### config.mk
export PLATFORM = sky130hd
export DESIGN_NAME = muldiv_unit
export DESIGN_NICKNAME = d
export VERILOG_FILES = /design/src/rtl/muldiv_unit.sv
export SDC_FILE = /design/constraint.sdc
export NUM_CORES = 1
export LEC_CHECK = 0
export BUFFER_PORTS_ARGS = -buffer_cell sky130_fd_sc_hd__buf_2
export CORE_ASPECT_RATIO = 1.5
export CORE_UTILIZATION = 60
export CTS_BUF_LIST = sky130_fd_sc_hd__clkbuf_16
export CTS_CLUSTER_SIZE = 16
export DETAILED_ROUTE_END_ITERATION = 7
export PLACE_DENSITY = 0.84
export SYNTH_ARGS = -nofsm -noshare
export SYNTH_HDL_FRONTEND = slang
export SYNTH_SLANG_ARGS = --single-unit
### constraint.sdc
create_clock -name clk -period 6.8 [get_ports clk]
set_clock_uncertainty 0.1 [all_clocks]
set_input_delay 0.68 -clock clk [delete_from_list [all_inputs] [get_ports clk]]
set_output_delay 0.68 -clock clk [all_outputs]
set_load 0.02 [all_outputs]
### src/rtl/muldiv_unit.sv
// ---------------------------------------------------------------------------
// muldiv_unit
// Iterative RV32M multiply/divide unit feeding the register file write port.
// One operation is accepted in IDLE. It runs DataBitWidth shift-add or
// restoring shift-subtract steps, then issues a single-cycle register write.
// Divide-by-zero and signed overflow skip the iteration and finish at once.
//
// Handshake: a request is taken when start=1 and the unit is in IDLE. busy is
// high from the cycle after acceptance through the DONE cycle. done pulses
// for exactly one cycle when rd/rd_data_out are valid. rd_write_enable pulses
// in that same cycle unless rd is 0. There is no backpressure from the
// register file.
//
// Ports:
//   clk, rst          clock, synchronous active-high reset
//   start             operation request (sampled in IDLE only)
//   funct3            RV32M operation select
//   rs1_data/rs2_data operand A / operand B
//   rd_in             destination register index
//   busy, done        status
//   rd, rd_write_enable, rd_data_out   register file write port
//   dbg_state         current FSM state (0 IDLE, 1 RUN, 2 DONE)
// ---------------------------------------------------------------------------
module muldiv_unit #(
   parameter int DataBitWidth    = 32,
   parameter int AddressBitWidth = 5
) (
   input  logic                       clk,
   input  logic                       rst,
   input  logic                       start,
   input  logic [2:0]                 funct3,
   input  logic [DataBitWidth-1:0]    rs1_data,
   input  logic [DataBitWidth-1:0]    rs2_data,
   input  logic [AddressBitWidth-1:0] rd_in,
   output logic                       busy,
   output logic                       done,
   output logic [AddressBitWidth-1:0] rd,
   output logic                       rd_write_enable,
   output logic [DataBitWidth-1:0]    rd_data_out,
   output logic [1:0]                 dbg_state
);

   localparam int W  = DataBitWidth;
   localparam int CW = (W > 1) ? $clog2(W) : 1;
   localparam logic [CW-1:0] LastStep = CW'(W - 1);
   localparam logic [W-1:0]  MinNeg   = {1'b1, {(W-1){1'b0}}};

   typedef enum logic [1:0] {
      ST_IDLE = 2'd0,
      ST_RUN  = 2'd1,
      ST_DONE = 2'd2
   } state_t;

   state_t                     state_q;
   logic                       busy_q, done_q, we_q;
   logic [AddressBitWidth-1:0] rd_out_q, rd_q;
   logic [W-1:0]               data_q;
   logic [2:0]                 op_q;
   logic [CW-1:0]              cnt_q;
   logic [W-1:0]               opnd_q;   // multiplicand (mul) or divisor (div)
   logic [W-1:0]               hi_q;     // product high half / partial remainder
   logic [W-1:0]               lo_q;     // multiplier bits / dividend-quotient
   logic                       neg_q;    // negate product or quotient
   logic                       neg_rem_q;

   // ---------------- request decode (used only on acceptance) -------------
   logic         is_div_in, a_signed, b_signed, a_neg, b_neg;
   logic         div_zero, div_ovf, special;
   logic [W-1:0] a_mag, b_mag, special_res;

   always_comb begin
      is_div_in = funct3[2];
      // MUL, MULH, MULHSU, DIV, REM treat A as signed.
      a_signed  = (funct3 != 3'b011) && (funct3 != 3'b101) && (funct3 != 3'b111);
      b_signed  = a_signed && (funct3 != 3'b010);
      a_neg     = a_signed && rs1_data[W-1];
      b_neg     = b_signed && rs2_data[W-1];
      a_mag     = a_neg ? (~rs1_data + 1'b1) : rs1_data;
      b_mag     = b_neg ? (~rs2_data + 1'b1) : rs2_data;
      div_zero  = is_div_in && (rs2_data == '0);
      div_ovf   = is_div_in && !funct3[0] && (rs1_data == MinNeg) && (rs2_data == '1);
      special   = div_zero || div_ovf;
      if (div_zero) special_res = funct3[1] ? rs1_data : '1;
      else          special_res = funct3[1] ? '0 : rs1_data;
   end

   // ---------------- one iteration step ----------------------------------
   logic [W:0]     mul_sum, div_shift, div_diff;
   logic [W-1:0]   hi_d, lo_d, quo_s, rem_s;
   logic [2*W-1:0] prod_d, prod_s;
   logic [W-1:0]   result_d;

   always_comb begin
      mul_sum   = {1'b0, hi_q} + (lo_q[0] ? {1'b0, opnd_q} : '0);
      div_shift = {hi_q, lo_q[W-1]};
      div_diff  = div_shift - {1'b0, opnd_q};
      if (op_q[2]) begin
         // Restoring divide: the remainder stays below the divisor, so the
         // top bit of the (W+1)-bit difference is a clean borrow flag.
         if (!div_diff[W]) begin
            hi_d = div_diff[W-1:0];
            lo_d = {lo_q[W-2:0], 1'b1};
         end else begin
            hi_d = div_shift[W-1:0];
            lo_d = {lo_q[W-2:0], 1'b0};
         end
      end else begin
         // Shift-add multiply: {carry, hi, lo} shifted right by one.
         hi_d = mul_sum[W:1];
         lo_d = {mul_sum[0], lo_q[W-1:1]};
      end

      prod_d = {hi_d, lo_d};
      prod_s = neg_q ? (~prod_d + 1'b1) : prod_d;
      quo_s  = neg_q ? (~lo_d + 1'b1) : lo_d;
      rem_s  = neg_rem_q ? (~hi_d + 1'b1) : hi_d;

      case (op_q)
         3'b000:                 result_d = prod_s[W-1:0];
         3'b001, 3'b010, 3'b011: result_d = prod_s[2*W-1:W];
         3'b100, 3'b101:         result_d = quo_s;
         default:                result_d = rem_s;
      endcase
   end

   // ---------------- FSM with registered outputs --------------------------
   always_ff @(posedge clk) begin
      if (rst) begin
         state_q   <= ST_IDLE;
         busy_q    <= 1'b0;
         done_q    <= 1'b0;
         we_q      <= 1'b0;
         rd_out_q  <= '0;
         data_q    <= '0;
         op_q      <= '0;
         rd_q      <= '0;
         cnt_q     <= '0;
         opnd_q    <= '0;
         hi_q      <= '0;
         lo_q      <= '0;
         neg_q     <= 1'b0;
         neg_rem_q <= 1'b0;
      end else begin
         done_q <= 1'b0;
         we_q   <= 1'b0;
         case (state_q)
            ST_IDLE: begin
               if (start) begin
                  busy_q    <= 1'b1;
                  op_q      <= funct3;
                  rd_q      <= rd_in;
                  neg_q     <= a_neg ^ b_neg;
                  neg_rem_q <= a_neg;
                  cnt_q     <= '0;
                  hi_q      <= '0;
                  opnd_q    <= is_div_in ? b_mag : a_mag;
                  lo_q      <= is_div_in ? a_mag : b_mag;
                  if (special) begin
                     state_q  <= ST_DONE;
                     done_q   <= 1'b1;
                     we_q     <= (rd_in != '0);
                     rd_out_q <= rd_in;
                     data_q   <= special_res;
                  end else begin
                     state_q <= ST_RUN;
                  end
               end
            end
            ST_RUN: begin
               hi_q  <= hi_d;
               lo_q  <= lo_d;
               cnt_q <= cnt_q + 1'b1;
               if (cnt_q == LastStep) begin
                  state_q  <= ST_DONE;
                  done_q   <= 1'b1;
                  we_q     <= (rd_q != '0);
                  rd_out_q <= rd_q;
                  data_q   <= result_d;
               end
            end
            ST_DONE: begin
               state_q <= ST_IDLE;
               busy_q  <= 1'b0;
            end
            default: state_q <= ST_IDLE;
         endcase
      end
   end

   assign busy            = busy_q;
   assign done            = done_q;
   assign rd              = rd_out_q;
   assign rd_write_enable = we_q;
   assign rd_data_out     = data_q;
   assign dbg_state       = state_q;

endmodule

==> metrics.yaml <==
setup_path:
  cp_cell_sequence: "inv_1 -> ha_1 -> inv_1 -> fa_1 -> a211oi_2 -> o211ai_1 -> a211o_1 -> and3_1 -> o31ai_2 -> nor2_1 -> nor2_1 -> ha_1 -> o21ai_0 -> nor3_1 -> nand2_1 -> or3_1 -> or3_1 -> or3_1 -> o31ai_1 -> mux2i_1 -> o221ai_1 -> a211oi_1"
  cpPeakStageDelay_ns: 0.53
  critPathLaunchType: "flip-flop"
  cp-end-kind: "flip-flop"
  reg2regPathDepth: 22
  path_class: "reg2reg"
  worstPathMaxFanout: 8
  cp_data_required_time_ns: 7.08
  cp_common_cell: "or3_1"
  crit_arrival_ns: 6.42
  slowest_stage: "or3_1"
sta:
  final-max-slew-violation-count: 0
  setup_tns_ns: 0
  setup_violations: 0
  slew_headroom: 0.07649
  fin_crit_ns: 6.138
  rsz0062_at_grt: "false"
  whs_ns: 0.3630
  hold_violations: 0
  finalCritPeriodShare: 0.9027
  worst_pin_slew_ns: 1.371
  fmax_ghz: 0.1629
detailed_routing:
  ant_nets: 0
  drcViolationCount: 0
  drt_pass1_iterations: 7
  wl_mm: 68.35
  wl_per_cell_microns: 24.66
  drtIter0Drc: 2252
  vias: 19320
  viasPerCell: 6.972
power_and_ir_drop:
  power_mw: 3.251
  irDropWorstVdd_mv: 0.2091
  p_per_area_nw_per_um2: 183.1
  power.leakage_nw: 6.963
grt:
  antenna_found_initial: 6
  grt_max_degree: 78
  overflow: 0
  grt_pass1_wl_mm: 104.5
  grt_pass1_vias: 18520
  grt_usage: 0.4972
finish:
  final_cells: 2771
  finalInstanceArea_sq_um: 17750
  fin_nets: 2565
  syn_to_final_growth_pct: 8.471
  drive_above_1_share: 0.1062
floorplanning:
  dieHeight_microns: 204.3
  pin_count: 117
  coreArea_sq_um: 26670
  dieArea_sq_um: 27950
  die_w_microns: 136.9
  initial_utilization: 0.6136
  num_rows: 73
clock_network:
  clk_latency_ns: 0.47
  ctsHtreeMaxLevel: 4
  cts.repair.resized: 0
  postCtsHoldBufs: 0
  clk_pin_slew_ns: 0.07
  cts_tree: "built"
  cts_sinks: 153
  post_cts.repair.setup_buffers: 0
  cts.path.max_buffers: 2
  cts_buffers: 17
  root_buffer: "clkbuf_16"
logic_synthesis:
  syn_area_sq_um: 16370
  synth_flop_cell: "dfxtp_1"
  synth_cell_types: 88
  syn_area_per_cell_sq_um: 6.871
  synthCells: 2382
  synth-warning-count: 0
  seq_area_frac_synth: 0.1872
  async_flop_share: 0
  synth_edf_count: 0
  synth_nets: 2530
  ys_ff_latch: 153
placement:
  dp.final_hpwl_mm: 52.12
  place_area_sq_um: 17190
  io_buffers: 116
  dpl.cell_count: 2734
  finalWeightedCongestion: 1.057
run_status:
  outcome: "complete, no violations"
worst_hold_path:
  hold_class: "reg2reg"
  holdPathStages: 2
job:
  cap_violations: 0
Yosys cell counts, types with 54 or more instances:
cell type | count | area (sq um)
a21oi_1 | 236 | 1181
nand3_1 | 54 | 270.3
inv_1 | 70 | 262.8
nor3_1 | 62 | 310.3
xor2_1 | 71 | 621.9
o211ai_1 | 55 | 412.9
nand2_1 | 284 | 1066
clkbuf_1 | 109 | 409.1
o21ai_0 | 163 | 815.8
dfxtp_1 | 153 | 3063
xnor2_1 | 102 | 893.4
ha_1 | 71 | 888.4
nor2_1 | 272 | 1021
and2_1 | 55 | 344.1
metrics by stage:
step | worst slack, ns | utilization
2_1_floorplan | 1.342 | -
3_3_place_gp | 0.9850 | 0.6446
3_5_place_dp | 0.7941 | 0.6446
4_1_cts | 0.7684 | 0.6650
5_1_grt | 0.1939 | 0.6655
6_report | 0.6616 | 0.6656
final timing paths:
check | from | endpoint | slack (ns)
worst max-delay path | lo_q[31] | rd_data_out[24] | 0.66
worst min-delay path | rd_data_out[1] | rd_data_out[1] | 0.36
worst max register to register | lo_q[31] | rd_data_out[24] | 0.66
worst min register to register | rd_data_out[1] | rd_data_out[1] | 0.36
kinds of logic (layout without fill, tap and decap cells):
family                     count (synthesis)  count (layout)  share of synthesized area
and+or+nand+nor                          912             912                     0.2596
AOI/OAI and AO/OA                        783             783                     0.3107
buffers and inverters                    223             271                    0.05306
xor gates and xnor gates                 173             173                    0.09258
DFF                                      153             153                     0.1872
adders and majority gates                 93              93                    0.06896
muxes                                     45              45                    0.02798
other                                      0               4                          0
placed cells by master, fill, tap and decap left out, types with 15 or more instances in the layout:
cell type / count
nor4_1: 27
a211oi_1: 42
mux2i_1: 39
o21ai_0: 163
and3_1: 23
clkbuf_16: 17
o21a_1: 15
inv_1: 70
buf_4: 50
a31oi_1: 31
a221oi_1: 23
and2_1: 55
a21oi_1: 233
o211ai_1: 55
nand4_1: 31
ha_1: 71
nor2_1: 272
nand2_1: 284
xor2_1: 71
dfxtp_1: 152
nand3_1: 54
or3_1: 24
maj3_1: 20
a22oi_1: 31
xnor2_1: 102
a21o_1: 23
buf_2: 115
nor2b_1: 15
o31ai_1: 23
nor3_1: 62
power breakdown:
| part | total [mW] | switching (mW) | internal [mW] |
|---|---|---|---|
| combinational | 1.34 | 0.891 | 0.447 |
| clock | 0.919 | 0.447 | 0.473 |
| sequential | 0.993 | 0.0523 | 0.941 |
| total | 3.25 | 1.39 | 1.86 |
flip-flops by register name (all words and copies together) (netlist names):
register and cells:
busy 1, cnt_q 5, dbg_state 2, done 1, hi_q 32, lo_q 32, neg_q 1, neg_rem_q 1
op_q 3, opnd_q 32, rd 5, rd_data_out 32, rd_q 5, rd_write_enable 1
critical path, delay by kind of cell, from the launching register on:
family,cells,cell delay [ns]
mux,1,0.22
simple gates,8,2.41
compound gates,8,1.98
flops,1,0.37
buf+inv,2,0.15
fa+ha+maj,3,0.81
per-layer routing:
metal / vias to the layer above / track usage / part of all wire
met5: - / 0 / 0.00012
met3: 437 / 0.1538 / 0.10
li1: 8762 / - / -
met2: 1301 / 0.7864 / 0.45
met1: 8818 / 0.5115 / 0.34
met4: 2 / 0.4831 / 0.11
final cells by class:
cell class,instances,area (sq um)
Inverter,73,274.0
Antenna cell,4,10.01
Sequential cell,153,3067
Multi-Input combinational cell,2006,12480
Clock inverter,15,120.1
Clock buffer,17,425.4
Timing Repair Buffer,166,955.9
Tap cell,337,421.7
Fill cell,2463,8919
No activity file was read; power rests on OpenSTA's default activity.
